File: src/rtl/tpu_host_seq.sv
// rtl/tpu_host_seq.sv - host-side sequencer driving the 2x2 TPU pin protocol
module tpu_host_seq #(
    parameter logic [2:0] OP_NOP         = 3'd0,
    parameter logic [2:0] OP_LOAD        = 3'd1,
    parameter logic [2:0] OP_COMPUTE     = 3'd2,
    parameter int         TIMEOUT_CYCLES = 64
) (
    input  logic       clk,
    input  logic       rst,
    input  logic [7:0] in_data,
    input  logic       in_valid,
    output logic       in_ready,
    output logic [7:0] out_data,
    output logic       out_valid,
    input  logic       out_ready,
    output logic       busy,
    output logic       timeout_err,
    output logic [7:0] tpu_instr,
    output logic [7:0] tpu_data,
    input  logic [7:0] tpu_result,
    input  logic       tpu_done
);

    localparam int TW = $clog2(TIMEOUT_CYCLES + 1);
    localparam logic [TW-1:0] TIMEOUT_VAL = TW'(TIMEOUT_CYCLES);

    typedef enum logic [2:0] {
        S_IDLE, S_LOAD, S_ISSUE, S_WAIT_DONE, S_CAPTURE, S_DRAIN
    } state_t;

    state_t        state_q, state_d;
    logic [3:0]    load_cnt_q, load_cnt_d;
    logic [1:0]    cap_idx_q, cap_idx_d;
    logic [1:0]    drain_idx_q, drain_idx_d;
    logic [TW-1:0] timer_q, timer_d, timer_next;
    logic [7:0]    res_buf_q [4];
    logic [7:0]    res_buf_d [4];

    logic       in_ready_d, out_valid_d, busy_d, timeout_err_d;
    logic [7:0] out_data_d, tpu_instr_d, tpu_data_d;
    logic       accept;

    // State and registered outputs; every pin the TPU or host sees comes from a flop
    always_ff @(posedge clk) begin
        if (rst) begin
            state_q     <= S_IDLE;
            load_cnt_q  <= '0;
            cap_idx_q   <= '0;
            drain_idx_q <= '0;
            timer_q     <= '0;
            res_buf_q   <= '{default: 8'h00};
            in_ready    <= 1'b0;
            out_valid   <= 1'b0;
            out_data    <= 8'h00;
            busy        <= 1'b0;
            timeout_err <= 1'b0;
            tpu_instr   <= {5'b0, OP_NOP};
            tpu_data    <= 8'h00;
        end else begin
            state_q     <= state_d;
            load_cnt_q  <= load_cnt_d;
            cap_idx_q   <= cap_idx_d;
            drain_idx_q <= drain_idx_d;
            timer_q     <= timer_d;
            res_buf_q   <= res_buf_d;
            in_ready    <= in_ready_d;
            out_valid   <= out_valid_d;
            out_data    <= out_data_d;
            busy        <= busy_d;
            timeout_err <= timeout_err_d;
            tpu_instr   <= tpu_instr_d;
            tpu_data    <= tpu_data_d;
        end
    end

    // Next-state and next-output decode; the instruction defaults to NOP so LOAD/COMPUTE last one cycle
    always_comb begin
        state_d       = state_q;
        load_cnt_d    = load_cnt_q;
        cap_idx_d     = cap_idx_q;
        drain_idx_d   = drain_idx_q;
        timer_d       = timer_q;
        res_buf_d     = res_buf_q;
        out_valid_d   = out_valid;
        out_data_d    = out_data;
        timeout_err_d = timeout_err;
        tpu_instr_d   = {5'b0, OP_NOP};
        tpu_data_d    = tpu_data;
        timer_next    = timer_q + TW'(1);
        accept        = in_valid && in_ready;

        case (state_q)
            S_IDLE: begin
                if (accept) begin
                    tpu_instr_d   = {5'b0, OP_LOAD};
                    tpu_data_d    = in_data;
                    timeout_err_d = 1'b0;
                    load_cnt_d    = 4'd1;
                    state_d       = S_LOAD;
                end
            end
            S_LOAD: begin
                if (accept) begin
                    tpu_instr_d = {5'b0, OP_LOAD};
                    tpu_data_d  = in_data;
                    load_cnt_d  = load_cnt_q + 4'd1;
                    if (load_cnt_q == 4'd7) begin
                        state_d = S_ISSUE;
                    end
                end
            end
            S_ISSUE: begin
                tpu_instr_d = {5'b0, OP_COMPUTE};
                timer_d     = '0;
                state_d     = S_WAIT_DONE;
            end
            S_WAIT_DONE: begin
                // done wins over an expiring timer in the same cycle
                if (tpu_done) begin
                    res_buf_d[0] = tpu_result;
                    cap_idx_d    = 2'd1;
                    timer_d      = '0;
                    state_d      = S_CAPTURE;
                end else if (timer_next == TIMEOUT_VAL) begin
                    timeout_err_d = 1'b1;
                    timer_d       = '0;
                    state_d       = S_IDLE;
                end else begin
                    timer_d = timer_next;
                end
            end
            S_CAPTURE: begin
                // The TPU streams c01, c10, c11 on the cycles after done, whatever done does
                res_buf_d[cap_idx_q] = tpu_result;
                if (cap_idx_q == 2'd3) begin
                    cap_idx_d   = 2'd0;
                    drain_idx_d = 2'd0;
                    out_valid_d = 1'b1;
                    out_data_d  = res_buf_q[0];
                    state_d     = S_DRAIN;
                end else begin
                    cap_idx_d = cap_idx_q + 2'd1;
                end
            end
            S_DRAIN: begin
                if (out_valid && out_ready) begin
                    if (drain_idx_q == 2'd3) begin
                        out_valid_d = 1'b0;
                        drain_idx_d = 2'd0;
                        state_d     = S_IDLE;
                    end else begin
                        drain_idx_d = drain_idx_q + 2'd1;
                        out_data_d  = res_buf_q[drain_idx_q + 2'd1];
                    end
                end
            end
            default: state_d = S_IDLE;
        endcase

        // LOAD never holds count 8 (the 8th accept leaves it), so being there implies room
        in_ready_d = (state_d == S_IDLE) || (state_d == S_LOAD);
        busy_d     = (state_d != S_IDLE);
    end

endmodule

File: config.mk
export PLATFORM = sky130hd
export DESIGN_NAME = tpu_host_seq
export DESIGN_NICKNAME = d
export VERILOG_FILES = /design/src/rtl/tpu_host_seq.sv
export SDC_FILE = /design/constraint.sdc
export NUM_CORES = 1
export LEC_CHECK = 0
export CAP_MARGIN = 20
export CORE_MARGIN = 2
export CORE_UTILIZATION = 60
export CTS_BUF_LIST = sky130_fd_sc_hd__clkbuf_8
export DETAILED_ROUTE_END_ITERATION = 7
export GPL_TIMING_DRIVEN = 0
export PLACE_DENSITY_LB_ADDON = 0.12
export SLEW_MARGIN = 20
export SYNTH_ARGS = -nofsm -noshare
export SYNTH_HDL_FRONTEND = slang
export SYNTH_SLANG_ARGS = --single-unit
File: constraint.sdc
create_clock -name clk -period 4.2 [get_ports clk]
set_clock_uncertainty 0.15 [all_clocks]
set_input_delay 0.84 -clock clk [delete_from_list [all_inputs] [get_ports clk]]
set_output_delay 0.84 -clock clk [all_outputs]
set_load 0.02 [all_outputs]
After elaboration in Yosys (flattened, before gate mapping)
Index checks and enable logic that the tools add are counted.
{"block": "classes", "add_sub_neg": 4, "magnitude_cmp": 3, "eq_ne": 19, "muxes": 44, "bitwise": 2, "n_reduce_logical": 20}
{"cell": "two-way mux 8 bit", "n": 7}
{"cell": "bitwise mux 32 bit", "n": 1}
{"cell": "one-hot mux 8 bit (2 select lines)", "n": 2}
{"cell": "two-way mux 3 bit", "n": 8}
{"cell": "!= test 2 bit, second input constant", "n": 9}
{"cell": "one-hot mux 3 bit (6 select lines)", "n": 1}
{"cell": "binary-select mux 8 bit (select 2 bit)", "n": 1}
{"cell": "demux 8 bit (select 2 bit)", "n": 1}
{"cell": "two-way mux 7 bit", "n": 2}
{"cell": "one-hot mux 7 bit (2 select lines)", "n": 1}
{"cell": "one-hot mux 2 bit (2 select lines)", "n": 3}
{"cell": "AND reduction 4 bit", "n": 3}
{"cell": "two-way mux 2 bit", "n": 5}
{"cell": "nonzero test 2 bit", "n": 5}
{"cell": "two-way mux 4 bit", "n": 2}
{"cell": "one-hot mux 4 bit (2 select lines)", "n": 1}
{"cell": "adder 7 x 1 -> 7 bit, second input constant", "n": 1}
{"cell": "== test 7 bit, second input constant", "n": 1}
{"cell": "two-way mux 1 bit", "n": 7}
{"cell": "== test 3 x 1 -> 1 bit, second input constant", "n": 2}
{"cell": "== test 3 x 2 -> 1 bit, second input constant", "n": 2}
{"cell": "== test 3 bit, second input constant", "n": 2}
{"cell": "greater-or-equal comparator 3 bit, second input constant", "n": 2}
{"cell": "zero test 3 bit", "n": 2}
{"cell": "13 further kinds", "n": 21}
{"block": "totals", "regBits": 78}

Longest topological paths before layout
Gate-level depths: netlist of run 1.
{"block": "depth", "depth_word": 8, "mapped_depth": 7}

Worst setup path after synthesis of run 1
No wires, ideal clock.
{"block": "synth_path", "kind": "input to register", "startpoint": "in out_ready", "endpoint": "reg out_data[1]", "setup_ns": 0.096, "arrival_ns": 1.792, "t_required_ns": 3.954, "path_slack_ns": 2.162, "cell_stages": 4, "n_path_buf": 1, "cell_sequence": "nand3_1 a221o_1 buf_2 o41ai_2"}
{"block": "synth_via", "elab_chain_len": 3}
{"element": "start: declaration", "line": "15", "source": "input logic out_ready,"}
{"element": "logical AND 1 bit", "line": "146", "source": "if (out_valid && out_ready) begin"}
{"element": "!= test 2 bit (no source line)"}
{"element": "AND reduction 4 bit (no source line)"}
{"element": "end signal: assignment", "line": "68", "source": "out_data <= out_data_d;"}
{"element": "end: declaration", "line": "13", "source": "output logic [7:0] out_data,"}
Every way passes these cells.
A chain may end at the register's enable or synchronous reset.

Final worst setup path of run 1
{"block": "layout_path", "startpoint": "in rst", "endpoint": "reg timeout_err"}
{"element": "start: declaration", "line": "9", "source": "input logic rst,"}
{"element": "end signal: assignment", "line": "70", "source": "timeout_err <= timeout_err_d;"}
{"element": "end: declaration", "line": "17", "source": "output logic timeout_err,"}
No word-level cell between the ends.

==> results of run 1 <==
-- layout make-up --
type,instances,area (sq um)
plain buffers,31,148.9
clock buffers,11,151.4
clock inverters,2,8.758
fillers,463,1420
inverters,4,15.01
multi-input cells,307,1777
flip-flops and latches,72,1441
well taps,72,90.09
repair buffers,42,420.4
-- flip-flops by register name, indices dropped and copies added (netlist names) --
register     flops
busy             1
cap_idx_q        2
drain_idx_q      2
in_ready         1
load_cnt_q       4
out_data         8
out_valid        1
res_buf_q       32
state_q          3
timeout_err      1
timer_q          7
tpu_data         8
tpu_instr        2
-- power breakdown --
group	switching, W	internal (W)	total, W
combinational	0.0000504	0.0000407	0.0000912
clock	0.000240	0.000234	0.000474
sequential	0.00000405	0.000689	0.000693
-- worst max-delay path: stages --
cell	delay (ns)
clkdlybuf4s50_1	0.56
clkbuf_1	0.50
clkbuf_1	0.50
nor2_1	0.10
-- layer usage --
metal | up-vias | part of all wire | track usage
li1 | 1529 | - | -
met1 | 1468 | 0.44 | 0.3726
met2 | 109 | 0.49 | 0.4718
met3 | 15 | 0.053 | 0.04205
met4 | 0 | 0.022 | 0.1397
met5 | - | 0 | 0
-- path summary, 6_finish.rpt --
path             startpoint             to  slack (ns)
max reg2reg  drain_idx_q[0]    out_data[6]        1.96
min           res_buf_q[22]  res_buf_q[22]        0.31
max                     rst    timeout_err        1.76
min reg2reg   res_buf_q[22]  res_buf_q[22]        0.31
-- metrics by stage --
step / power (W) / hold WS, ns / setup WS (ns) / cell area, sq um
6_report: 0.001258 / 0.3055 / 1.756 / 4053
5_1_grt: 0.001303 / 0.3264 / 1.642 / 4053
4_1_cts: 0.001260 / 0.3049 / 1.788 / 4053
3_5_place_dp: 0.0007985 / 0.2924 / 1.436 / 3892
3_3_place_gp: 0.0007976 / 0.2868 / 1.428 / 3892
2_1_floorplan: 0.0007532 / 0.2811 / 2.162 / 3382
-- placed cells by master (no fill, tap or decap), types with 3 or more instances in the layout --
cell type / instances
clkbuf_8: 11
clkbuf_1: 18
nor3_1: 5
inv_1: 5
a211oi_1: 3
nand3_1: 5
ha_1: 7
nand3b_1: 16
a21oi_1: 54
conb_1: 6
clkdlybuf4s50_1: 42
nor2b_1: 12
a211o_1: 7
mux2i_1: 11
o21ai_0: 15
o41ai_1: 5
nand2b_1: 3
buf_4: 7
a22oi_1: 3
nand2_1: 77
nor2_1: 38
and2_1: 5
dfxtp_1: 72
buf_2: 5
-- kinds of logic (layout without fill, tap and decap cells) --
kind of cell / Yosys count / after routing
fa+ha+maj: 7 / 7
compound gates: 102 / 102
other cells: 1 / 6
flops: 72 / 72
buf+inv: 35 / 90
mux: 12 / 12
simple gates: 180 / 180
-- synth_stat cells (3+ instances only) --
master | count | area share
clkbuf_1 | 18 | 0.020
dfxtp_1 | 72 | 0.43
o41ai_1 | 5 | 0.013
o21ai_0 | 15 | 0.022
buf_2 | 5 | 0.0074
mux2i_1 | 11 | 0.033
nand2_1 | 77 | 0.086
nor2b_1 | 12 | 0.022
a211oi_1 | 3 | 0.0067
nor3_1 | 5 | 0.0074
inv_1 | 4 | 0.0045
nand3_1 | 5 | 0.0074
and2_1 | 5 | 0.0093
a21oi_1 | 54 | 0.080
buf_4 | 7 | 0.016
a22oi_1 | 3 | 0.0067
nand3b_1 | 16 | 0.036
a211o_1 | 7 | 0.018
ha_1 | 7 | 0.026
nor2_1 | 38 | 0.042
nand2b_1 | 3 | 0.0056
==> metrics.cfg, run 1 <==
[status]
run_status = finished clean

[clocking]
hold_buffers = 0
tritoncts = done
clock_insertion_delay_worst_skew_ns = 0.34
clock_pin_slew_on_the_worst_setup_and_hold_paths_ns = 0.06
cts_root_buffer = clkbuf_8
post_cts_sizing = 0
clkSinkCount = 72
cts_setup_buffers = 0
cts_max_path_buffers = 2
cts_inserted_buffers = 9
h-tree-depth = 3

[synthesis]
ys.flop_type = dfxtp_1
synth_seq_area_share = 0.4286
yosys_register_bits = 72
synth.cell_area_sq_um = 3363
synthDistinctLibCells = 49
synth_xor_xnor_area_share = 0
post_synth_and_or_nand_nor_area_fraction = 0.2653
async_sr_flop_fraction = 0
synth_compound_gate_area_share = 0.1908
postSynthAreaPerCell_sq_um = 8.223
synth_top_family_by_area = simple AND/OR/NAND/NOR gates
yosys_warnings = 0
synth-edff-count = 0
postSynthCellCount = 409
synth_mux_area_frac = 0.03943
yosys.area_share.adder = 0.02604

[die]
die_h_microns = 78.87
die-area_sq_um = 6220
placement_rows = 27
placeableCoreArea_sq_um = 5473
initial_utilization = 0.6145
num_io_pins = 49
dieWidth_microns = 78.87

[layout]
area_growth_pct = 20.50
drive_above_1_share = 0.06823
antenna-diode-count = 0
nNetsFinal = 495
utilization = 0.7405
layout.cells.non_filler = 541

[global_routing]
antenna_violations_before_repair = 0
vias_in_the_first_global_route = 2944
track_usage = 0.2875
grt_max_degree = 11
global_route.overflow_total = 0
grt_first_pass_wirelength_microns = 13900

[timing]
slew_headroom = 0.5656
maxSlewViolCount = 0
tightestPinTransition_ns = 0.6492
finalSetupTns_ns = 0
layout_worst_path_cycle_share = 0.5819
fmax_ghz = 0.4092
rsz0062_at_grt = false
finalWorstPathRequiredPeriod_ns = 2.444
final-hold-violation-count = 0
final-setup-viol-count = 0

[critical_path]
arrival_time_of_data_at_the_critical_path_endpoint_ns = 2.50
crit_required_ns = 4.25
endpoint_kind = flip-flop
path_max_fanout = 10
r2r.worst_path.cells = 6
worst_setup_path_start_kind = input pin
critical_path_class = input pin to flip-flop

[drt]
ant_nets = 0
drt_drc_violations_left = 0
drt_wl_total_microns = 8482
route.vias.total = 3121
wl_per_cell_microns = 15.68
drt_via_density = 5.769
firstDrtPassIters = 4
initialDrtViolationCount = 156

[placement]
gp_routability_congestion = 0.8859
port-buffer-count = 42
dpl.hpwl_microns = 5829
placed_cells_incl_taps = 528

[worst_hold_path]
hold_path_depth = 2
min_path_type = flip-flop to flip-flop

[power]
p_per_area_nw_per_um2 = 310.5
power.leakage_nw = 1.556
power.ir.vdd_worst_uv = 285.6

[run]
maxCapViolations = 0

(Power assumes the default switching activity.)
==> run 2: changes to the inputs <==
--- a/config.mk
+++ b/config.mk
@@ -7,7 +7,7 @@
 export LEC_CHECK = 0
 export CAP_MARGIN = 20
 export CORE_MARGIN = 2
-export CORE_UTILIZATION = 60
+export CORE_UTILIZATION = 56
 export CTS_BUF_LIST = sky130_fd_sc_hd__clkbuf_8
 export DETAILED_ROUTE_END_ITERATION = 7
 export GPL_TIMING_DRIVEN = 0
==> constraint.sdc (replaced) <==
create_clock -name clk -period 2.6 [get_ports clk]
set_clock_uncertainty 0.15 [all_clocks]
set_input_delay 0.52 -clock clk [delete_from_list [all_inputs] [get_ports clk]]
set_output_delay 0.52 -clock clk [all_outputs]
set_load 0.02 [all_outputs]
==> metrics.cfg, run 2 (synthesis gave the netlist of run 1 again) <==
[die]
placement_rows = 28
dieWidth_microns = 81.50
die-area_sq_um = 6641
num_io_pins = 49
placeableCoreArea_sq_um = 5851
initial_utilization = 0.5749
die_h_microns = 81.50

[global_routing]
global_route.overflow_total = 0
track_usage = 0.2645
grt_first_pass_wirelength_microns = 13350
antenna_violations_before_repair = 0
grt_max_degree = 12
vias_in_the_first_global_route = 2868

[layout]
drive_above_1_share = 0.07219
antenna-diode-count = 0
nNetsFinal = 495
area_of_the_multi_input_gates_sq_um = 1777
layout.cells.most_common = nand2_1
fillers = 487
layout.cells.most_common_list = 77 x nand2_1, 72 x dfxtp_1, 54 x a21oi_1
biggestRegsByFlops = res_buf_q: 32 flops, out_data: 8 flops, tpu_data: 8 flops
area_growth_pct = 20.98
largest_register_ffs = 32
seq_area_sq_um = 1441
top_register = res_buf_q

[timing]
tightestPinTransition_ns = 0.6696
rsz0062_at_grt = false
fin_hold_ws_ns = 0.3067
maxSlewViolCount = 0
finalSetupTns_ns = 0
final-hold-violation-count = 0
slew_headroom = 0.5536
finalWorstPathRequiredPeriod_ns = 2.218
layout_worst_path_cycle_share = 0.8532
fmax_ghz = 0.4508
final-setup-viol-count = 0

[clocking]
cts_max_path_buffers = 2
cts_inserted_buffers = 9
cts_root_buffer = clkbuf_8
h-tree-depth = 3
clkSinkCount = 72
cts_setup_buffers = 0
post_cts_sizing = 0
tritoncts = done
clock_insertion_delay_worst_skew_ns = 0.36
hold_buffers = 0
clock_pin_slew_on_the_worst_setup_and_hold_paths_ns = 0.07

[critical_path]
endpoint_kind = flip-flop
crit_required_ns = 2.71
critical_path_class = flip-flop to flip-flop
arrival_time_of_data_at_the_critical_path_endpoint_ns = 2.33
worst_setup_path_start_kind = flip-flop
path_max_fanout = 10

[drt]
route.vias.total = 3107
drt_drc_violations_left = 0
wl_per_cell_microns = 15.08
ant_nets = 0
drt_via_density = 5.690
initialDrtViolationCount = 143
firstDrtPassIters = 5
drt_wl_total_microns = 8236

[power]
p_per_area_nw_per_um2 = 507.6
power.ir.vdd_worst_uv = 436.7
power.leakage_nw = 1.560

[placement]
gp_routability_congestion = 0.8518
port-buffer-count = 42
dpl.hpwl_microns = 5920

[status]
run_status = finished clean

[worst_hold_path]
min_path_type = flip-flop to flip-flop

[run]
maxCapViolations = 0

==> run 2: changes by cell type in the layout (fill, tap and decap cells not counted), sizes merged <==
cell,previous run,this run
clkinv,1,2
clkinvlp,0,1
==> run 2: area by class of cell <==
class                      count  share of cell area
tap                           75             0.02306
sequential                    72              0.3542
buffer                        31             0.03659
inverter                       4            0.003690
clock buffer                  11             0.03721
multi-input combinational    307              0.4367
clock inverter                 4            0.005228
timing repair buffer          42              0.1033
==> run 2: power by group <==
part	total, W	internal, W	switching [W]
Clock	0.000799	0.000386	0.000413
Sequential	0.00112	0.00111	0.00000682
Combinational	0.000147	0.0000658	0.0000807
Total	0.00207	0.00156	0.000501
==> run 2: path summary, 6_finish.rpt <==
| check | from | end | slack [ns] | depth (start not counted) |
|---|---|---|---|---|
| hold / removal | tpu_data[7] | tpu_data[7] | 0.31 | 2 |
| setup reg to reg | drain_idx_q[1] | out_data[3] | 0.38 | 7 |
| setup / recovery | drain_idx_q[1] | out_data[3] | 0.38 | 7 |
| hold reg to reg | tpu_data[7] | tpu_data[7] | 0.31 | 2 |
==> run 2: routing by layer <==
layer / GRT usage / vias to the layer above / wire length (microns)
li1: - / 1530 / -
met1: 0.3238 / 1463 / 3568
met2: 0.4549 / 97 / 4099
met3: 0.04945 / 17 / 389
met4: 0.1119 / 0 / 180
met5: 0 / - / 0
==> run 2: per-stage QoR <==
stage	setup slack, ns	cells	util	area (sq um)	power (W)
finish	0.3818	546	0.6955	4069	0.002065
global route	0.2194	546	0.6955	4069	0.002124
CTS	0.4103	546	0.6955	4069	0.002068
detailed placement	0.1976	531	0.6660	3896	0.001289
global placement	0.2285	531	0.6660	3896	0.001288
floorplan	0.7920	414	-	3382	0.001217
==> run 2: critical path, cell delays in order (launching register included) <==
cell and delay (ns):
dfxtp_1 0.33, ha_1 0.44, buf_2 0.27, buf_2 0.25
mux2i_1 0.10, o21ai_0 0.19, a21oi_1 0.10, a221oi_1 0.28
